<file path="src/rtl/uart_tx_fifo_if.sv">
// rtl/uart_tx_fifo_if.sv - word handshake between user logic and the UART transmitter FIFO
interface uart_tx_fifo_if #(
    parameter int DATA_BITS = 8
);
    logic [DATA_BITS-1:0] din_data;
    logic                 din_vld;
    logic                 din_rdy;

    modport master (output din_data, output din_vld, input din_rdy);
    modport slave  (input din_data, input din_vld, output din_rdy);
endinterface

</file>
<file path="src/rtl/uart_tx_fifo.sv">
// rtl/uart_tx_fifo.sv - parametrised UART transmitter fed by a small word FIFO
module uart_tx_fifo #(
    parameter int CLK_FREQ   = 100000000,
    parameter int BAUD       = 9600,
    parameter int DATA_BITS  = 8,
    parameter int PARITY     = 0,
    parameter int STOP_BITS  = 1,
    parameter int FIFO_DEPTH = 4
) (
    input  logic                          clk,
    input  logic                          rst,
    uart_tx_fifo_if.slave                 bus,
    output logic                          dout,
    output logic                          busy,
    output logic [$clog2(FIFO_DEPTH):0]   fifo_cnt
);
    localparam int DIV = CLK_FREQ / BAUD;
    localparam int CW  = $clog2(DIV);
    localparam int PW  = $clog2(FIFO_DEPTH);

    localparam logic [CW-1:0] BAUD_LAST = CW'(DIV - 1);
    localparam logic [2:0]    DATA_LAST = 3'(DATA_BITS - 1);
    localparam logic [2:0]    STOP_LAST = 3'(STOP_BITS - 1);
    localparam logic [PW:0]   CNT_FULL  = (PW + 1)'(FIFO_DEPTH);

    typedef enum logic [2:0] {IDLE, START, DATA, PAR, STOP} state_t;

    state_t               state, state_n;
    logic [CW-1:0]        baud_cnt, baud_n;
    logic [2:0]           bit_cnt, bit_n;
    logic [DATA_BITS-1:0] mem [FIFO_DEPTH];
    logic [PW-1:0]        wr_ptr, rd_ptr;
    logic [DATA_BITS-1:0] shreg;
    logic                 par_bit;
    logic                 push, pop, tick, line_n;

    // Full is judged on the registered count, so a pop in the same cycle never frees a slot early.
    assign bus.din_rdy = (fifo_cnt != CNT_FULL);
    assign push        = bus.din_vld && bus.din_rdy;
    assign tick        = (baud_cnt == BAUD_LAST);

    // Next-state, baud/bit counters, pop request and the line level for the current state.
    always_comb begin
        state_n = state;
        baud_n  = tick ? '0 : baud_cnt + 1'b1;
        bit_n   = bit_cnt;
        pop     = 1'b0;
        line_n  = 1'b1;
        case (state)
            IDLE: begin
                baud_n = '0;
                if (fifo_cnt != '0) begin
                    pop     = 1'b1;
                    state_n = START;
                end
            end
            START: begin
                line_n = 1'b0;
                if (tick) begin
                    state_n = DATA;
                    bit_n   = '0;
                end
            end
            DATA: begin
                line_n = shreg[bit_cnt];
                if (tick) begin
                    if (bit_cnt == DATA_LAST) begin
                        bit_n   = '0;
                        state_n = (PARITY != 0) ? PAR : STOP;
                    end else begin
                        bit_n = bit_cnt + 3'd1;
                    end
                end
            end
            PAR: begin
                line_n = par_bit;
                if (tick) begin
                    state_n = STOP;
                    bit_n   = '0;
                end
            end
            STOP: begin
                line_n = 1'b1;
                if (tick) begin
                    if (bit_cnt == STOP_LAST) begin
                        bit_n = '0;
                        if (fifo_cnt != '0) begin
                            pop     = 1'b1;
                            state_n = START;
                        end else begin
                            state_n = IDLE;
                        end
                    end else begin
                        bit_n = bit_cnt + 3'd1;
                    end
                end
            end
            default: state_n = IDLE;
        endcase
    end

    // FSM state and counters.
    always_ff @(posedge clk or posedge rst) begin
        if (rst) begin
            state    <= IDLE;
            baud_cnt <= '0;
            bit_cnt  <= '0;
        end else begin
            state    <= state_n;
            baud_cnt <= baud_n;
            bit_cnt  <= bit_n;
        end
    end

    // FIFO storage; contents need no reset since the count says what is valid.
    always_ff @(posedge clk) begin
        if (push) begin
            mem[wr_ptr] <= bus.din_data;
        end
    end

    // FIFO pointers, occupancy, and latching the popped word plus its parity bit.
    always_ff @(posedge clk or posedge rst) begin
        if (rst) begin
            wr_ptr   <= '0;
            rd_ptr   <= '0;
            fifo_cnt <= '0;
            shreg    <= '0;
            par_bit  <= 1'b0;
        end else begin
            if (push) begin
                wr_ptr <= wr_ptr + 1'b1;
            end
            if (pop) begin
                rd_ptr  <= rd_ptr + 1'b1;
                shreg   <= mem[rd_ptr];
                par_bit <= (PARITY == 2) ? ^mem[rd_ptr] : ~^mem[rd_ptr];
            end
            case ({push, pop})
                2'b10:   fifo_cnt <= fifo_cnt + 1'b1;
                2'b01:   fifo_cnt <= fifo_cnt - 1'b1;
                default: fifo_cnt <= fifo_cnt;
            endcase
        end
    end

    // Registered line and busy, one cycle behind the state so every bit lasts exactly DIV cycles.
    always_ff @(posedge clk or posedge rst) begin
        if (rst) begin
            dout <= 1'b1;
            busy <= 1'b0;
        end else begin
            dout <= line_n;
            busy <= (state != IDLE);
        end
    end
endmodule

</file>
<file path="src/flat_wrapper.sv">
// flat-port wrapper written by rule: the top's interface ports become plain ports
module uart_tx_fifo_flat 
#(
    parameter int CLK_FREQ   = 100000000,
    parameter int BAUD       = 9600,
    parameter int DATA_BITS  = 8,
    parameter int PARITY     = 0,
    parameter int STOP_BITS  = 1,
    parameter int FIFO_DEPTH = 4
)
  (clk, rst, dout, busy, fifo_cnt, bus_din_data, bus_din_vld, bus_din_rdy);
  uart_tx_fifo_if #(.DATA_BITS(DATA_BITS)) bus_i ();
  input  logic clk;
  input  logic rst;
  output logic dout;
  output logic busy;
  output logic [$clog2(FIFO_DEPTH):0] fifo_cnt;
  input wire logic [$bits(bus_i.din_data)-1:0] bus_din_data;
  input wire logic [$bits(bus_i.din_vld)-1:0] bus_din_vld;
  output wire logic [$bits(bus_i.din_rdy)-1:0] bus_din_rdy;
  assign bus_i.din_data = bus_din_data;
  assign bus_i.din_vld = bus_din_vld;
  assign bus_din_rdy = bus_i.din_rdy;
  uart_tx_fifo #(.CLK_FREQ(CLK_FREQ), .BAUD(BAUD), .DATA_BITS(DATA_BITS), .PARITY(PARITY), .STOP_BITS(STOP_BITS), .FIFO_DEPTH(FIFO_DEPTH)) u_core (.clk(clk), .rst(rst), .bus(bus_i), .dout(dout), .busy(busy), .fifo_cnt(fifo_cnt));
endmodule
</file>
<file path="config.mk">
export PLATFORM = sky130hd
export DESIGN_NAME = uart_tx_fifo_flat
export DESIGN_NICKNAME = d
export VERILOG_FILES = /design/src/rtl/uart_tx_fifo_if.sv /design/src/rtl/uart_tx_fifo.sv /design/src/flat_wrapper.sv
export SDC_FILE = /design/constraint.sdc
export NUM_CORES = 1
export LEC_CHECK = 0
export ABC_AREA = 1
export BUFFER_PORTS_ARGS = -buffer_cell sky130_fd_sc_hd__buf_4
export CAP_MARGIN = 20
export CORE_MARGIN = 1
export CORE_UTILIZATION = 55
export DETAILED_ROUTE_END_ITERATION = 10
export PLACE_DENSITY = 0.81
export RECOVER_POWER = 50
export SLEW_MARGIN = 20
export SYNTH_ARGS = -nofsm -noshare
export SYNTH_HDL_FRONTEND = slang
export SYNTH_SLANG_ARGS = --single-unit
</file>
<file path="constraint.sdc">
create_clock -name clk -period 2.4 [get_ports clk]
set_input_delay 0.36 -clock clk [delete_from_list [all_inputs] [get_ports clk]]
set_output_delay 0.36 -clock clk [all_outputs]
set_load 0.02 [all_outputs]
</file>
# --- Word-level counts from Yosys, hierarchy flattened ---
# Memory sizes are Yosys's and may differ from the RTL's.
# Index checks and enable logic that the tools add are counted.
classes:
  addsub: 6
  n_lt_le_gt_ge: 1
  n_eq_ne: 17
  muxes: 27
  reduce_logical: 11
ops:
  columns: ["operator", "count"]
  rows:
  - ["3-bit 2-to-1 mux", 12]
  - ["14-bit 2-to-1 mux", 2]
  - ["2-bit by 1-bit inequality test with 1-bit output (second input constant)", 8]
  - ["3-bit case mux with 5 select lines", 1]
  - ["14-bit by 1-bit adder with 14-bit output (second input constant)", 1]
  - ["14-bit equality test (second input constant)", 1]
  - ["3-bit case mux with 3 select lines", 1]
  - ["3-bit nonzero test", 3]
  - ["8-bit XNOR reduction", 1]
  - ["1-bit 2-to-1 mux", 7]
  - ["7-bit AND reduction", 1]
  - ["3-bit by 1-bit adder with 3-bit output (second input constant)", 2]
  - ["3-bit by 2-bit equality test with 1-bit output (second input constant)", 2]
  - ["3-bit equality test (second input constant)", 2]
  - ["3-bit logical NOT", 2]
  - ["3-bit case mux with 2 select lines", 1]
  - ["2-bit by 1-bit adder with 2-bit output (second input constant)", 2]
  - ["3-bit by 4-bit less-than comparator with 1-bit output (second input constant)", 1]
  - ["4-bit AND reduction", 1]
  - ["1-bit binary-select mux with 3-bit select", 1]
  - ["3-bit by 1-bit equality test with 1-bit output (second input constant)", 1]
  - ["3-bit inequality test (second input constant)", 1]
  - ["1-bit case mux with 3 select lines", 1]
  - ["3-bit by 1-bit subtractor with 3-bit output (second input constant)", 1]
  - ["6 further kinds", 6]
totals:
  ff_bits: 38
  ram_bits: 32
  in_bits: 11
  out_inout_bits: 6
  word_cells: 73
  mem_count: 1
mem_list:
  columns: ["name", "depth", "width", "rd", "rd_ports_with_merged_regs", "wr", "line", "rtl"]
  rows:
  - ["u_core.mem", 4, 8, 1, 0, 1, "uart_tx_fifo.sv:31", "logic [DATA_BITS-1:0] mem [FIFO_DEPTH];"]

# --- Logic depth before layout (Yosys ltp) ---
# Gate-level depths: netlist of run 1.
logic_depth:
  word_depth: 7
  depth_mapped: 13

# --- Worst setup path before layout of run 1 ---
# No wires, ideal clock.
synth_path:
  path_kind: "flip-flop to flip-flop"
  start: "register u_core.baud_cnt[0]"
  end: "register u_core.fifo_cnt[2]"
  t_arrival_ps: 2233
  path_slack_ps: 37
  stages_incl_launch_ff: 13
  n_path_buf: 1
  cell_sequence: "dfrtp_1 ha_1 nand3_1 nor3_2 nand2_2 nand2_4 buf_12 ha_1 inv_1 fa_1 a21oi_1 o21ai_0 xnor2_1"
synth_via:
  elab_chain_cells: 5
synth_lines:
  columns: ["item", "line", "rtl"]
  rows:
  - ["start: declaration", "uart_tx_fifo.sv:29", "logic [CW-1:0] baud_cnt, baud_n;"]
  - ["start signal: assignment", "uart_tx_fifo.sv:110", "baud_cnt <= baud_n;"]
  - ["14-bit equality test *", "uart_tx_fifo.sv:40", "assign tick = (baud_cnt == BAUD_LAST);"]
  - ["1-bit 2-to-1 mux *", "uart_tx_fifo.sv:84", "if (tick) begin"]
  - ["1-bit case mux with 2 select lines *", "uart_tx_fifo.sv:49", "case (state)"]
  - ["via u_core.pop", "uart_tx_fifo.sv:35", "logic push, pop, tick, line_n;"]
  - ["2-bit by 1-bit equality test with 1-bit output / 2-bit equality test (equally long branches)", "uart_tx_fifo.sv:139", "case ({push, pop})"]
  - ["3-bit case mux with 2 select lines / 2-bit nonzero test (equally long branches)", null, null]
  - ["end signal: assignment", "uart_tx_fifo.sv:140", "2'b10: fifo_cnt <= fifo_cnt + 1'b1;"]
  - ["end signal: assignment", "uart_tx_fifo.sv:141", "2'b01: fifo_cnt <= fifo_cnt - 1'b1;"]
  - ["end signal: assignment", "uart_tx_fifo.sv:142", "default: fifo_cnt <= fifo_cnt;"]
  - ["end: declaration", "uart_tx_fifo.sv:15", "output logic [$clog2(FIFO_DEPTH):0] fifo_cnt"]
# The timed path passes the listed nets; every way through them passes the cells marked *.
# A chain may end at the register's enable or synchronous reset.

# --- Worst setup path in the final report of run 1 ---
layout_path:
  start: "register u_core.baud_cnt[7]"
  end: "register u_core.fifo_cnt[2]"
layout_via:
  elab_chain_cells: 5
layout_lines:
  columns: ["item", "line"]
  rows:
  - ["14-bit equality test *", "uart_tx_fifo.sv:40"]
  - ["1-bit 2-to-1 mux *", "uart_tx_fifo.sv:84"]
  - ["1-bit case mux with 2 select lines *", "uart_tx_fifo.sv:49"]
  - ["2-bit by 1-bit equality test with 1-bit output / 2-bit equality test (equally long branches)", "uart_tx_fifo.sv:139"]
  - ["3-bit case mux with 2 select lines / 2-bit nonzero test (equally long branches)", null]
# Mark *: on every way between the ends. The rest lies on a longest branch, timed or not.

==> results of run 1 <==
## per-layer routing
layer  global-route usage, %  vias up
li1                        -     1422
met1                   26.84     1330
met2                   41.48       88
met3                   6.923       22
met4                   8.966        0
met5                       0        -
## synthesized netlist by cell type (all sizes together)
library cell / instances / share of area (%)
a211oi: 1 / 0.21
a21oi: 17 / 2.9
buf: 8 / 2.0
dfrtp: 37 / 26
dfstp: 1 / 0.73
edfxtp: 32 / 27
fa: 1 / 0.56
ha: 9 / 3.1
inv: 39 / 4.1
nand2: 160 / 17
nand3: 34 / 5.0
nand4: 6 / 1.0
nor2: 25 / 2.9
nor3: 8 / 1.4
nor3b: 2 / 0.56
nor4: 2 / 0.77
o211ai: 1 / 0.21
o21ai: 19 / 2.7
o21bai: 1 / 0.21
or2: 1 / 0.17
xnor2: 3 / 0.73
xor2: 4 / 0.98
## flip-flops by register name (all words and copies together), names as in the netlist
register         cells
u_core.wr_ptr        2
u_core.shreg         8
u_core.baud_cnt     14
u_core.dout          1
u_core.fifo_cnt      3
u_core.par_bit       1
u_core.mem          32
u_core.busy          1
u_core.state         3
u_core.bit_cnt       3
u_core.rd_ptr        2
## kinds of logic after synthesis
group | count (synthesis) | share of synthesized area (%)
xor+xnor | 7 | 1.712
compound gates | 39 | 6.185
flops | 70 | 53.42
fa+ha+maj | 10 | 3.704
simple gates | 238 | 28.93
buf+inv | 47 | 6.045
## stage by stage
step           util [%]  total power (W)  instance area (um2)  hold WS (ps)  instances
6_report          64.61         0.004907                 4079         113.5        533
4_1_cts           63.30         0.004787                 3996         128.8        523
3_3_place_gp      60.34         0.003775                 3810         443.9        507
5_1_grt           64.61         0.005328                 4079         154.9        533
3_5_place_dp      60.34         0.003892                 3810         468.0        507
2_1_floorplan         -         0.003421                 3581         432.9        411
## where the power goes
part	internal (W)	switching, W
Combinational	0.000791	0.00143
Sequential	0.00159	0.000198
Clock	0.000436	0.000459
## timing repair
action	4_1_cts	5_1_grt
setup buffers	0	10
gates resized for setup	0	12
endpoints found under the setup margin	0	1
## how the worst min path moves through the flow
stage	startpoint	end	slack, ps	depth (start not counted)
4_1_cts	rst	u_core.baud_cnt[3]$_DFF_PP0_	130	3
2_1_floorplan	u_core.baud_cnt[0]$_DFF_PP0_	u_core.baud_cnt[0]$_DFF_PP0_	430	1
6_report	rst	u_core.rd_ptr[1]$_DFFE_PP0P_	110	3
3_3_place_gp	u_core.baud_cnt[0]$_DFF_PP0_	u_core.baud_cnt[0]$_DFF_PP0_	440	1
5_1_grt	rst	u_core.fifo_cnt[0]$_DFFE_PP0P_	150	3
3_5_place_dp	u_core.baud_cnt[0]$_DFF_PP0_	u_core.baud_cnt[0]$_DFF_PP0_	470	1
## critical path: cells and delay by family, from the launching register on
kind | cells | cell delay (ps)
AND/OR/NAND/NOR | 6 | 850
adder cells (fa/ha/maj) | 2 | 520
flip-flops | 1 | 400
AO/OA/AOI/OAI | 2 | 250
XOR/XNOR | 1 | 190
buffers and inverters | 1 | 40
## cell type report
class                           instances  share of cell area (%)
Sequential cell                        70                   46.96
Inverter                               39                   3.650
Clock inverter                          5                  0.8282
Timing Repair Buffer                   37                   6.074
Multi-Input combinational cell        294                   36.38
Tap cell                               77                   2.362
Clock buffer                           11                   3.742
==> Implementation_results.wiki, run 1 <==
{| class="wikitable"
! Metric !! Value
|-
| Count of warnings emitted by yosys || 0
|-
| Highest routed metal layer || met4
|-
| Met3 wire len || 392 um
|-
| Antenna violation net count after detailed routing || 0
|-
| Maximum clock path buffer count || 2
|-
| Area of the core || 6314 um2
|-
| Highest ir drop seen on vdd || 0.0007458 V
|-
| Startpoint of the worst register-to-register path || u_core.baud_cnt[7]$_DFF_PP0_
|-
| Clock buffer count from CTS || 9
|-
| Worst setup path class || reg -> reg
|-
| Failing checks || DRC
|-
| Remaining global-route overflow || 0
|-
| Most common cell on crit path || nor3_2
|-
| Total routing usage reported by global routing || 23.55%
|-
| Worst flop-to-flop path endpoint || u_core.fifo_cnt[2]$_DFFE_PP0P_
|-
| Final hold violation count || 0
|-
| Biggest cell delay along the critical path || 400 ps
|-
| I/O pin total || 17
|-
| Fraction of layout cells with a size suffix above 1 || 15.79%
|-
| Number of distinct library cells after synthesis || 33
|-
| Number of iterations in the first detailed-routing pass || 9
|-
| Total nets after synthesis || 432
|-
| Vertical die dimension || 82.69 um
|-
| Clock transition time at the flip-flop clock pins of the worst setup and hold paths || 80 ps
|-
| Leakage power || 1.872 nW
|-
| Filler Cell Count || 522
|-
| Req. time, crit path || 2670 ps
|-
| Number of I/O port buffers || 16
|-
| Register-to-Register Setup Slack || 40 ps
|-
| Class of the tightest hold or removal check || in -> async
|-
| Vias in the first global route || 2681
|-
| Diode insertion count for antenna repair || 0
|-
| RSZ-0062 raised after global routing || true
|-
| DR vias || 2862
|-
| CP arrival || 2630 ps
|-
| Final Worst Setup Slack || 41.93 ps
|-
| Final-report max-slew violation count || 0
|-
| Post-synthesis average cell area || 8.713 um2
|-
| Wire length per cell after detailed routing || 13.66 um
|-
| Clock latency reported for the late side of the worst-skew pair || 350 ps
|-
| Launching element of the worst setup path || u_core.baud_cnt[7]$_DFF_PP0_
|-
| Critical path cell sequence || nand2_1 -> nor3_2 -> nand3_1 -> nor3_2 -> nand2_2 -> nand2_4 -> ha_4 -> inv_4 -> fa_2 -> a21oi_2 -> o21ai_2 -> xnor2_1
|-
| Crit Path Max Fanout || 4
|-
| Final setup fails || 0
|-
| Nets || 472
|-
| CTS H-tree lvls || 3
|-
| Area enclosed by the die boundary || 6838 um2
|-
| Multi-input combinational cell area || 1484 um2
|-
| Capture point of the worst path || u_core.fifo_cnt[2]$_DFFE_PP0P_
|-
| Worst setup timing slack at the placement stage || 37.43 ps
|-
| Startpoint type of the worst setup path || register
|-
| Yosys reg bits || 70
|-
| Worst rel slew slack || 65.73%
|-
| Min Tclk post-route || 2358 ps
|-
| Sequential cell area fraction in the yosys report || 53.42%
|-
| First DRT Iteration DRCs || 200
|-
| Share of the clock period used by the worst path || 98.25%
|-
| Wire length of the first global-routing pass || 11710 um
|-
| Nature of the critical path endpoint || register
|-
| Number of DRC violations after detailed routing || 2
|-
| Routability congestion estimate || 0.8750
|-
| Max capacitance violation total || 0
|-
| Post-synthesis cell count || 411
|-
| Area Overhead vs Synth || 13.91%
|-
| Number of antenna violations at the first check in global routing || 0
|-
| CTS tree || done
|-
| Setup Skew || 10.49 ps
|-
| Most used cells in the layout excluding fill and tap cells || 158 x nand2_1, 35 x dfrtp_1, 34 x inv_1
|-
| Hold buffers post-CTS || 0
|-
| Final wirelength || 7280 um
|-
| Run status || finished, violations left
|-
| Initial core utilization || 56.72%
|-
| Pin count of the biggest net entering global routing || 39
|-
| Count of cells along the worst register-to-register path || 12
|-
| Die Wd || 82.69 um
|-
| Detailed placement HPWL || 4976 um
|-
| Root Buffer Master || clkbuf_8
|-
| Maximum clock rate || 0.4241 GHz
|-
| Most common library cell in the layout ignoring fill and taps || nand2_1
|-
| Worst-path cell with the longest stage delay || dfrtp_1
|-
| Total power density per cell area || 1203 nW/um2
|-
| Setup Total Neg Slack || 0 ps
|-
| Total standard cell area after synthesis || 3581 um2
|-
| Routed metal-1 wirelength || 2876 um
|-
| Sink count of the clock tree || 70
|-
| Sequential cell area || 1916 um2
|-
| Mean number of vias per cell || 5.370
|-
| WL met2 || 3839 um
|-
| Number of cell rows || 29
|-
| Actual slew at the worst max-slew pin || 509.4 ps
|}
No activity file was read; power rests on OpenSTA's default activity.
==> run 2: changes to the inputs <==
--- a/config.mk
+++ b/config.mk
@@ -8,6 +8,7 @@
 export ABC_AREA = 1
 export BUFFER_PORTS_ARGS = -buffer_cell sky130_fd_sc_hd__buf_4
 export CAP_MARGIN = 20
+export CORE_ASPECT_RATIO = 1.1
 export CORE_MARGIN = 1
 export CORE_UTILIZATION = 55
 export DETAILED_ROUTE_END_ITERATION = 10
==> Implementation_results.wiki, run 2 (synthesis gave the netlist of run 1 again) <==
{| class="wikitable"
! Metric !! Value
|-
| CP arrival || 2660 ps
|-
| Final hold violation count || 0
|-
| Nets || 467
|-
| Most common library cell in the layout ignoring fill and taps || nand2_1
|-
| Cell count of the worst hold path || 1
|-
| Total routing usage reported by global routing || 21.83%
|-
| Remaining global-route overflow || 0
|-
| Area of the core || 6231 um2
|-
| Startpoint of the worst register-to-register path || u_core.baud_cnt[5]$_DFF_PP0_
|-
| Wire length per cell after detailed routing || 12.39 um
|-
| Clock latency reported for the late side of the worst-skew pair || 350 ps
|-
| Mean number of vias per cell || 5.115
|-
| Routability congestion estimate || 0.8559
|-
| Final wirelength || 6577 um
|-
| Antenna violation net count after detailed routing || 0
|-
| Instance count after placement with tap cells included || 509
|-
| Highest ir drop seen on vdd || 0.0007582 V
|-
| Final setup fails || 0
|-
| Maximum clock rate || 0.4188 GHz
|-
| Die Wd || 78.94 um
|-
| Area Overhead vs Synth || 13.42%
|-
| Largest register FFs || 32
|-
| Share of the clock period used by the worst path || 99.49%
|-
| Post-Route Utilization || 65.18%
|-
| Most used cells in the layout excluding fill and tap cells || 157 x nand2_1, 35 x dfrtp_1, 34 x inv_1
|-
| Number of I/O port buffers || 16
|-
| RSZ-0062 raised after global routing || true
|-
| Number of cell rows || 30
|-
| Number of iterations in the first detailed-routing pass || 4
|-
| CTS H-tree lvls || 3
|-
| Largest registers ranked by flip-flop count || u_core.mem: 32 flops, u_core.baud_cnt: 14 flops, u_core.shreg: 8 flops
|-
| Worst rel slew slack || 38.78%
|-
| Req. time, crit path || 2670 ps
|-
| Worst setup path class || reg -> reg
|-
| Sink count of the clock tree || 70
|-
| Actual slew at the worst max-slew pin || 918.4 ps
|-
| Setup Skew || 11.12 ps
|-
| Final-report max-slew violation count || 0
|-
| Pin count of the biggest net entering global routing || 39
|-
| Worst hold start || bus_din_data[0]
|-
| Leakage power || 1.863 nW
|-
| Worst flop-to-flop path endpoint || u_core.fifo_cnt[2]$_DFFE_PP0P_
|-
| Number of antenna violations at the first check in global routing || 0
|-
| Max capacitance violation total || 0
|-
| Vias in the first global route || 2602
|-
| Min Tclk post-route || 2388 ps
|-
| Detailed placement HPWL || 4739 um
|-
| DR vias || 2716
|-
| Fraction of layout cells with a size suffix above 1 || 14.63%
|-
| Diode insertion count for antenna repair || 0
|-
| Run status || completed
|-
| Count of cells along the worst register-to-register path || 12
|-
| Vertical die dimension || 86.63 um
|-
| Initial core utilization || 57.47%
|-
| Nature of the critical path endpoint || register
|-
| I/O pin total || 17
|-
| Clock transition time at the flip-flop clock pins of the worst setup and hold paths || 80 ps
|-
| Area enclosed by the die boundary || 6838 um2
|-
| Clock buffer count from CTS || 9
|-
| Number of DRC violations after detailed routing || 0
|-
| CTS tree || done
|-
| Total power density per cell area || 1215 nW/um2
|-
| Final std cells w/o fill || 531
|-
| Wire length of the first global-routing pass || 11210 um
|-
| Crit Path Max Fanout || 7
|-
| Startpoint type of the worst setup path || register
|-
| Register name with the most flops || u_core.mem
|-
| Maximum clock path buffer count || 2
|-
| Register-to-Register Setup Slack || 10 ps
|-
| First DRT Iteration DRCs || 160
|-
| Class of the tightest hold or removal check || in -> reg
|-
| Root Buffer Master || clkbuf_8
|-
| Endpoint of the worst hold-timing path || u_core.mem[0][0]$_DFFE_PP_
|}
[run 2: timing repair]
action | in CTS | in global routing
hold buffers | 0 | 0
gates resized for setup | 0 | 11
endpoints found under the hold margin | 0 | 0
buffers inserted | 0 | 6
endpoints found under the setup margin | 0 | 1
[run 2: through the flow]
stage / setup slack (ps) / area, um2 / hold slack (ps) / TNS, ps / power, W
after floorplan: 36.75 / 3581 / 432.9 / 0 / 0.003421
after global placement: 204.3 / 3806 / 444.1 / 0 / 0.003779
after detailed placement: 110.7 / 3806 / 454.2 / 0 / 0.003854
after CTS: 91.29 / 4020 / 137.2 / 0 / 0.004881
after global routing: -141.3 / 4061 / 275.0 / -141.3 / 0.005347
final: 12.16 / 4061 / 266.6 / 0 / 0.004933
[run 2: cell type report]
cell class / instances / area [um2]
Multi-Input combinational cell: 294 / 1475
Timing Repair Buffer: 32 / 207.7
Sequential cell: 70 / 1916
Inverter: 39 / 148.9
Clock inverter: 6 / 86.33
Tap cell: 80 / 100.1
Fill cell: 533 / 2170
Clock buffer: 10 / 127.6
[run 2: critical path, cell delays in order, from the launching register on]
cell and delay (ps):
dfrtp_2 420, nand2_2 70, nor3_2 200, nand3_1 130
nor3_2 310, nand2_2 130, nand2_4 100, ha_4 140
inv_4 40, fa_2 370, a21oi_2 130, o21ai_1 90
xnor2_1 190
[run 2: worst max path at each step]
stage | startpoint | endpoint | slack (ps)
global route | u_core.baud_cnt[5]$_DFF_PP0_ | u_core.fifo_cnt[2]$_DFFE_PP0P_ | -140
detailed placement | u_core.state[1]$_DFFE_PP0P_ | u_core.fifo_cnt[2]$_DFFE_PP0P_ | 110
global placement | u_core.state[1]$_DFFE_PP0P_ | u_core.fifo_cnt[2]$_DFFE_PP0P_ | 200
floorplan | u_core.baud_cnt[0]$_DFF_PP0_ | u_core.fifo_cnt[2]$_DFFE_PP0P_ | 40
finish | u_core.baud_cnt[5]$_DFF_PP0_ | u_core.fifo_cnt[2]$_DFFE_PP0P_ | 10
CTS | u_core.state[1]$_DFFE_PP0P_ | u_core.fifo_cnt[2]$_DFFE_PP0P_ | 90
[run 2: routing by layer]
metal	track usage [%]	vias up	share of wire (%)
met5	0	-	0
met2	38.58	45	51
met3	5.895	15	3.3
met4	10.25	0	2.1
met1	24.49	1240	44
li1	-	1416	-
[run 2: power breakdown]
part	leakage [nW]	internal, W	switching, W	total [W]
clock network	0.106	0.000583	0.000434	0.00102
registers	0.767	0.00159	0.000199	0.00179
logic	0.990	0.000769	0.00136	0.00213
==> run 3: changes to the inputs <==
--- a/config.mk
+++ b/config.mk
@@ -10,9 +10,9 @@
 export CAP_MARGIN = 20
 export CORE_ASPECT_RATIO = 1.1
 export CORE_MARGIN = 1
-export CORE_UTILIZATION = 55
+export CORE_UTILIZATION = 60
 export DETAILED_ROUTE_END_ITERATION = 10
-export PLACE_DENSITY = 0.81
+export PLACE_DENSITY = 0.84
 export RECOVER_POWER = 50
 export SLEW_MARGIN = 20
 export SYNTH_ARGS = -nofsm -noshare
==> constraint.sdc (replaced) <==
create_clock -name clk -period 2.5 [get_ports clk]
set_input_delay 0.375 -clock clk [delete_from_list [all_inputs] [get_ports clk]]
set_output_delay 0.375 -clock clk [all_outputs]
set_load 0.02 [all_outputs]
==> Implementation_results.wiki, run 3 (synthesis gave the netlist of run 1 again) <==
{| class="wikitable"
! Metric !! Value
|-
| Highest ir drop seen on vdd || 0.0007587 V
|-
| Mean number of vias per cell || 5.331
|-
| Die Wd || 75.66 um
|-
| Worst-path cell with the longest stage delay || dfrtp_1
|-
| Multi-input combinational cell area || 1451 um2
|-
| Count of cells along the worst register-to-register path || 12
|-
| Clock transition time at the flip-flop clock pins of the worst setup and hold paths || 80 ps
|-
| CTS H-tree lvls || 3
|-
| Actual slew at the worst max-slew pin || 1969 ps
|-
| Number of iterations in the first detailed-routing pass || 4
|-
| Register-to-Register Setup Slack || 230 ps
|-
| Maximum clock rate || 0.4404 GHz
|-
| Final Worst Setup Slack || 229.4 ps
|-
| Failing checks || capacitance limit, slew limit
|-
| Sequential cell area || 1913 um2
|-
| Clock buffer count from CTS || 9
|-
| Final setup fails || 0
|-
| Area enclosed by the die boundary || 6282 um2
|-
| Kind of cell with the highest combined delay on the critical path || simple AND/OR/NAND/NOR gates
|-
| Crit Path Max Fanout || 5
|-
| Worst setup path class || reg -> reg
|-
| Sink count of the clock tree || 70
|-
| Share of total power in sequential cells || 36.8%
|-
| Number of DRC violations after detailed routing || 0
|-
| Wire length of the first global-routing pass || 11710 um
|-
| Leakage power || 1.840 nW
|-
| First DRT Iteration DRCs || 167
|-
| Final wirelength || 6769 um
|-
| CTS tree || done
|-
| Endpoint of the worst hold-timing path || u_core.mem[2][2]$_DFFE_PP_
|-
| Fraction of power consumed by the clock network || 21.2%
|-
| Maximum clock path buffer count || 2
|-
| Max capacitance violation total || 1
|-
| Net Sw Power || 0.001906 W
|-
| I/O pin total || 17
|-
| Share of the clock period used by the worst path || 90.82%
|-
| Post CTS Setup Buffer Count || 0
|-
| RSZ-0062 raised after global routing || false
|-
| Clock latency reported for the late side of the worst-skew pair || 330 ps
|-
| Total routing usage reported by global routing || 24.72%
|-
| CP arrival || 2490 ps
|-
| Number of antenna violations at the first check in global routing || 0
|-
| Wire length per cell after detailed routing || 12.97 um
|-
| Count of buffer and inverter cells on the critical path || 3
|-
| Most common library cell in the layout ignoring fill and taps || nand2_1
|-
| Worst setup timing slack at the placement stage || 241.2 ps
|-
| Min Tclk post-route || 2271 ps
|-
| Setup Skew || 7.908 ps
|-
| Switching part of the total power || 40.63%
|-
| Diode insertion count for antenna repair || 0
|-
| Detailed placement HPWL || 4913 um
|-
| Antenna violation net count after detailed routing || 0
|-
| Number of I/O port buffers || 16
|-
| Total design power || 0.004692 W
|-
| Register name with the most flops || u_core.mem
|-
| Total power density per cell area || 1175 nW/um2
|-
| Number of cell rows || 29
|-
| Final hold violation count || 0
|-
| DR vias || 2783
|-
| Biggest cell delay along the critical path || 410 ps
|-
| Startpoint type of the worst setup path || register
|-
| Largest register FFs || 32
|-
| Post-cts gate resize count || 0
|-
| Most used cells in the layout excluding fill and tap cells || 158 x nand2_1, 37 x dfrtp_1, 35 x inv_1
|-
| Critical path depth || 12
|-
| Fraction of layout cells with a size suffix above 1 || 11.46%
|-
| Setup Total Neg Slack || 0 ps
|-
| Hold buffers post-CTS || 0
|-
| Routability congestion estimate || 0.8452
|-
| Final-report max-slew violation count || 39
|-
| Worst hold start || bus_din_data[2]
|-
| Largest registers ranked by flip-flop count || u_core.mem: 32 flops, u_core.baud_cnt: 14 flops, u_core.shreg: 8 flops
|-
| Class of the tightest hold or removal check || in -> reg
|-
| Run status || finished, violations left
|-
| Initial core utilization || 62.07%
|-
| Vertical die dimension || 83.03 um
|-
| Area of the core || 5769 um2
|-
| Filler Cell Count || 444
|-
| Pin count of the biggest net entering global routing || 39
|-
| Cell count of the worst hold path || 1
|-
| Nets || 461
|-
| Worst rel slew slack || -31.25%
|-
| Most common cell on crit path || inv_2
|-
| Worst flop-to-flop path endpoint || u_core.fifo_cnt[2]$_DFFE_PP0P_
|-
| Req. time, crit path || 2720 ps
|-
| Internal power component || 0.002786 W
|-
| Area Overhead vs Synth || 11.46%
|-
| Root Buffer Master || clkbuf_8
|-
| Part of the power in combinational logic || 42.0%
|-
| Startpoint of the worst register-to-register path || u_core.state[0]$_DFFE_PP0P_
|-
| Critical path cell sequence || nor2_2 -> inv_2 -> nor2_4 -> inv_2 -> or2_1 -> nand2_4 -> ha_1 -> inv_1 -> fa_1 -> a21oi_1 -> o21ai_0 -> xnor2_1
|-
| Remaining global-route overflow || 0
|-
| Nature of the critical path endpoint || register
|-
| Vias in the first global route || 2709
|}
## run 3: cell types whose count changed in the layout (fill, tap and decap cells not counted), sizes merged
| cell | change |
|---|---|
| clkinv | -2 |
| clkbuf | +3 |
| bufinv | -1 |
| inv | +1 |
| buf | -7 |
## run 3: worst max-delay path by stage
| stage | endpoint | startpoint | slack (ps) |
|---|---|---|---|
| final | u_core.fifo_cnt[2]$_DFFE_PP0P_ | u_core.state[0]$_DFFE_PP0P_ | 230 |
| after global routing | u_core.fifo_cnt[2]$_DFFE_PP0P_ | u_core.state[1]$_DFFE_PP0P_ | 50 |
| after CTS | u_core.fifo_cnt[2]$_DFFE_PP0P_ | u_core.state[1]$_DFFE_PP0P_ | 230 |
| after detailed placement | u_core.fifo_cnt[2]$_DFFE_PP0P_ | u_core.state[1]$_DFFE_PP0P_ | 240 |
| after global placement | u_core.fifo_cnt[2]$_DFFE_PP0P_ | u_core.state[1]$_DFFE_PP0P_ | 310 |
| after floorplan | u_core.fifo_cnt[2]$_DFFE_PP0P_ | u_core.baud_cnt[0]$_DFF_PP0_ | 140 |
## run 3: power groups by stage
stage | registers (W) | logic [W] | clock network [W]
after global routing | 0.00176 | 0.00227 | 0.00106
after CTS | 0.00172 | 0.00199 | 0.00102
after detailed placement | 0.00174 | 0.00198 | 0
final | 0.00173 | 0.00197 | 0.000996
after global placement | 0.00173 | 0.00189 | 0
after floorplan | 0.00172 | 0.00156 | 0
## run 3: cell type report
cell class | count | share of cell area, %
Multi-Input combinational cell | 294 | 36.36
Clock buffer | 12 | 4.451
Clock inverter | 4 | 1.223
Tap cell | 77 | 2.414
Sequential cell | 70 | 47.93
Inverter | 39 | 3.668
Timing Repair Buffer | 26 | 3.950
## run 3: worst reg2reg max path: stages, from the launching register on
cell	delay (ps)
dfrtp_1	410
nor2_2	180
inv_2	70
nor2_4	140
inv_2	60
or2_1	250
nand2_4	90
ha_1	140
inv_1	70
fa_1	370
a21oi_1	140
o21ai_0	110
xnor2_1	140
## run 3: through the flow
step	util [%]	std cells	hold slack (ps)	cell area [um2]
after floorplan	-	411	432.9	3581
after global placement	65.91	506	443.8	3802
after detailed placement	65.91	506	466.9	3802
after CTS	69.83	522	156.1	4029
after global routing	69.18	522	295.8	3991
final	69.18	522	291.9	3991
## run 3: metal layers
metal	track usage, %	up-vias	routed length (um)
met5	0	-	0
met4	10.61	0	155
met3	5.461	14	187
met2	41.56	50	3594
met1	29.88	1318	2831
li1	-	1401	-
